==> config.mk <==
export PLATFORM = sky130hd
export DESIGN_NAME = seq_chunk_adder
export DESIGN_NICKNAME = d
export VERILOG_FILES = /design/src/rtl/seq_chunk_adder.sv
export SDC_FILE = /design/constraint.sdc
export NUM_CORES = 1
export LEC_CHECK = 0
export CAP_MARGIN = 0
export CORE_ASPECT_RATIO = 1.75
export CORE_MARGIN = 1
export CORE_UTILIZATION = 26
export DETAILED_ROUTE_END_ITERATION = 8
export HOLD_SLACK_MARGIN = 0.05
export SYNTH_ARGS = -nofsm -noshare
export SYNTH_HDL_FRONTEND = slang
export SYNTH_SLANG_ARGS = --single-unit
==> constraint.sdc <==
create_clock -name clk -period 1.9 [get_ports clk]
set_input_delay 0.38 -clock clk [delete_from_list [all_inputs] [get_ports clk]]
set_output_delay 0.38 -clock clk [all_outputs]
set_load 0.01 [all_outputs]
==> src/rtl/seq_chunk_adder.sv <==
// Multi-cycle adder/subtractor: adds CHUNK bits per clock over N = WIDTH/CHUNK
// cycles, with a valid/ready handshake on both the operand and the result side.
module seq_chunk_adder #(
  parameter int WIDTH = 16,
  parameter int CHUNK = 4
) (
  input  logic             clk,
  input  logic             rst_n,
  input  logic [WIDTH-1:0] a,
  input  logic [WIDTH-1:0] b,
  input  logic             c_in,
  input  logic             sub,
  input  logic             in_valid,
  output logic             in_ready,
  output logic [WIDTH-1:0] out,
  output logic             c_out,
  output logic             ovf,
  output logic             out_valid,
  input  logic             out_ready
);

  localparam int N  = WIDTH / CHUNK;
  localparam int CW = (N > 1) ? $clog2(N) : 1;
  localparam logic [CW-1:0] CNT_LAST = CW'(N - 1);

  localparam logic [1:0] S_IDLE = 2'd0;
  localparam logic [1:0] S_RUN  = 2'd1;
  localparam logic [1:0] S_DONE = 2'd2;

  logic [1:0]       r_state;
  logic [WIDTH-1:0] r_a;
  logic [WIDTH-1:0] r_b;
  logic             r_carry;
  logic [CW-1:0]    r_cnt;
  logic [WIDTH-1:0] r_acc;
  logic [WIDTH-1:0] r_out;
  logic             r_cout;
  logic             r_ovf;

  logic [CHUNK:0]   w_sum;
  logic             w_cin_msb;
  logic [WIDTH-1:0] w_acc_next;
  logic             w_last;

  assign w_sum = {1'b0, r_a[CHUNK-1:0]} + {1'b0, r_b[CHUNK-1:0]}
               + {{CHUNK{1'b0}}, r_carry};
  // Carry into the top bit of the chunk, recovered from that bit's sum and operands.
  assign w_cin_msb  = w_sum[CHUNK-1] ^ r_a[CHUNK-1] ^ r_b[CHUNK-1];
  assign w_acc_next = WIDTH'({w_sum[CHUNK-1:0], r_acc} >> CHUNK);
  assign w_last     = (r_cnt == CNT_LAST);

  assign in_ready  = (r_state == S_IDLE);
  assign out_valid = (r_state == S_DONE);
  assign out       = r_out;
  assign c_out     = r_cout;
  assign ovf       = r_ovf;

  // The sum is assembled in r_acc so the visible result only changes on the final cycle.
  always_ff @(posedge clk or negedge rst_n) begin
    if (!rst_n) begin
      r_state <= S_IDLE;
      r_a     <= '0;
      r_b     <= '0;
      r_carry <= 1'b0;
      r_cnt   <= '0;
      r_acc   <= '0;
      r_out   <= '0;
      r_cout  <= 1'b0;
      r_ovf   <= 1'b0;
    end else begin
      case (r_state)
        S_IDLE: begin
          if (in_valid) begin
            r_a     <= a;
            r_b     <= sub ? ~b : b;
            r_carry <= sub | c_in;
            r_cnt   <= '0;
            r_state <= S_RUN;
          end
        end
        S_RUN: begin
          r_a     <= r_a >> CHUNK;
          r_b     <= r_b >> CHUNK;
          r_carry <= w_sum[CHUNK];
          r_acc   <= w_acc_next;
          if (w_last) begin
            r_out   <= w_acc_next;
            r_cout  <= w_sum[CHUNK];
            r_ovf   <= w_cin_msb ^ w_sum[CHUNK];
            r_state <= S_DONE;
          end else begin
            r_cnt <= r_cnt + CW'(1);
          end
        end
        S_DONE: begin
          if (out_ready) r_state <= S_IDLE;
        end
        default: r_state <= S_IDLE;
      endcase
    end
  end

endmodule

==> summary.md <==
| Metric | Value |
|---|---|
| First-pass DRT Iterations | `6` |
| Largest cells by area after synthesis | `dfrtp_1 (55%), mux2_1 (4.8%), xnor2_1 (4.3%)` |
| First-iteration detailed-routing DRC count | `86` |
| Syn avg cell area | `~12 um^2` |
| Syn Nets | `~300` |
| Data required time of the critical path | `approximately 2.1 ns` |
| Min Hold Slack | `between 0.3 and 0.4 ns` |
| Final hold vios | `0` |
| Clock Path Buffers | `2` |
| Port Buf Inserts | `57` |
| RSZ-0062 raised after global routing | `false` |
| Leakage power | `1.785 nW` |
| Die span in x | `roughly 84 um` |
| Layout cell share with drive strength beyond 1 | `~15%` |
| Routed WL | `between 6000 and 7000 um` |
| CP Class | `reg -> reg` |
| Pins over their slew limit | `0` |
| Setup TNS | `0 ns` |
| Placed Area | `about 0.0038 mm^2` |
| Yosys cell types | `31` |
| Setup Skew | `0.005991 ns` |
| Clock root cell | `clkbuf_16` |
| Wire length of the first global-routing pass | `roughly 11,000 um` |
| Slew at the pin with the worst max-slew slack | `~0.57 ns` |
| CP max FO | `3` |
| Starting Density | `a little over a quarter` |
| Vias per cell | `4.636` |
| Inserted Clock Buffers | `9` |
| # setup viols final | `0` |
| Final worst-path cycle share | `94.42%` |
| Status | `finished with violations` |
| Largest net degree at the start of global routing | `36` |
| WP data arrival | `~2 ns` |
| H-tree levels | `3` |
| Sink Count | `67` |
| FF+latch count, synth | `67` |
| Detail Placement HPWL | `4697 um` |
| Critical Path Sink Type | `flip-flop` |
| Initial antenna violation count | `0` |
| Insertion delay to the later sink of the worst-skew pair | `around 0.33 ns` |
| Core area | `0.01152 mm^2` |
| CTS tree | `built` |
| CTS clk-pin slew, worst paths | `0.06 ns` |
| Final Cell Area | `0.004164 mm^2` |
| Failing checks | `DRC` |
| Grt ovf | `0` |
| Gr usage total | `11.33%` |
| Minimum clock period | `1.794 ns` |
| Antenna-violating nets left | `0` |
| Maximum VDD drop | `approximately 0.92 mV` |
| Peak Freq | `~560 MHz` |
| Syn Inst Count | `between 200 and 300` |
| DRC | `10` |
| Vias in the first global route | `2,134` |
| # fillers | `roughly 1,100` |
| Slew HR | `around three fifths` |
| Mapped cell area | `between 0.003 and 0.004 mm^2` |
| Sequential Area | `0.001678 mm^2` |
| FP Rows | `52` |
| Reg2reg path depth | `8` |
| Die height | `between 100 and 150 um` |
| Antenna cell count | `0` |
| Top-area cell type share of the netlist area | `a little over half` |
| Cell accounting for the most synthesized area | `dfrtp_1` |
| Startpoint Class | `flip-flop` |
| Multi-input gate area | `0.001285 mm^2` |
| Max Cap Violations | `0` |
| Most common cell after layout, fill and taps aside | `dfrtp_1` |
| WL per Instance | `13.86 um` |
| Area growth syn-to-layout | `36.17%` |
| Via count | `2,151` |
| Most frequent cells in the layout | `dfrtp_1 (66), clkdlybuf4s50_1 (54), nand2_1 (19)` |
| Die Area | `around 0.012 mm^2` |
| Min-delay worst type | `in -> async` |
| # IOs | `58` |
| Power per standard cell area | `roughly 1800 mW/mm^2` |
| Synth Warn # | `0` |
| Register area share after synthesis | `roughly 55%` |
| Nets@finish | `between 300 and 400` |
| Gp weighted congestion | `0.7438` |
[per-stage QoR]
stage                     util, %  setup slack, ns  cells  power [mW]
after detailed placement    33.12          0.02553    447       5.651
final                       36.16           0.1060    464       7.390
after CTS                   35.97        0.0009213    464       7.420
after global routing        36.16         0.006247    464       7.934
after floorplan                 -           0.1179    259       4.538
after global placement      33.12          0.06577    447       5.533
[critical path, stage by stage, from the launching register on]
cell and delay (ns):
dfrtp_1 0.40, fa_2 0.41, inv_2 0.07, fa_2 0.19, nand2b_4 0.12, o2bb2ai_2 0.13
xnor2_1 0.16, xnor2_1 0.14, o21ai_1 0.07
[metal layers]
| metal | GRT usage, % | vias up | share of wire [%] |
|---|---|---|---|
| li1 | - | 1033 | - |
| met1 | 13.96 | 1054 | 43 |
| met2 | 18.89 | 52 | 51 |
| met3 | 2.893 | 12 | 3.4 |
| met4 | 4.397 | 0 | 2.2 |
| met5 | 0 | - | 0 |
[what timing repair did]
action                                 4_1_cts  5_1_grt
pin swaps                                    0        3
resized for setup                            2        6
setup endpoints to repair                    1        3
endpoints found under the hold margin        2        0
setup buffers                                0        0
hold buffers                                 1        0
[path summary, 6_finish.rpt]
| kind | startpoint | endpoint | slack [ns] |
|---|---|---|---|
| worst max-delay path | r_b[0] | ovf | 0.11 |
| worst min-delay path | rst_n | out[0] | 0.39 |
| worst max register to register | r_b[0] | ovf | 0.11 |
| worst min register to register | r_acc[4] | r_acc[4] | 0.48 |
| max in group asynchronous | rst_n | r_state[0] | 0.88 |
| min in group clk | r_acc[4] | r_acc[4] | 0.48 |
[power breakdown]
group          internal [mW]  switching [mW]  total [mW]
Sequential              2.11           0.396        2.51
Clock                   1.15           0.595        1.74
Combinational           1.67            1.46        3.14
[logic make-up (layout without fill, tap and decap cells)]
group / count (synthesis) / count (layout) / share of synthesized area, %
flip-flops: 67 / 67 / 54.83
buffers and inverters: 23 / 93 / 3.764
adder cells (fa/ha/maj): 6 / 6 / 2.946
AO/OA/AOI/OAI: 72 / 72 / 15.79
multiplexers: 23 / 23 / 8.470
AND/OR/NAND/NOR: 47 / 47 / 7.938
XOR/XNOR: 21 / 21 / 6.260
[flip-flops by register name, indices dropped and copies added, names as in the netlist]
signal,count
r_cnt,2
r_acc,12
r_a,16
r_b,16
r_carry,1
out,16
r_state,2
c_out,1
ovf,1
[layout make-up]
cell class / instances / area share (%)
Clock buffer: 10 / 5.499
Clock inverter: 6 / 2.163
Inverter: 5 / 0.4507
Timing Repair Buffer: 72 / 16.68
Multi-Input combinational cell: 169 / 30.86
Sequential cell: 67 / 40.29
Tap cell: 135 / 4.056
[synth_stat cells]
cell       instances
a21oi_1           14
or2_1              1
xnor2_1           15
a21o_1             2
o22a_1            12
nor4b_2            1
buf_6              1
dfrtp_1           67
nor2b_1           13
inv_1              5
o2bb2ai_1          1
a22o_1             9
mux2_2            10
a22oi_1           12
xor2_2             1
buf_4              2
clkbuf_1           3
fa_1               2
nand3b_2           1
o21ai_1            8
buf_2             11
xor2_1             5
o22ai_1            1
mux2_1            13
nand2b_1           5
ha_1               4
o21ai_0           12
nor2_1             7
a21oi_2            1
buf_1              1
nand2_1           19
No activity file was read; power rests on OpenSTA's default activity.
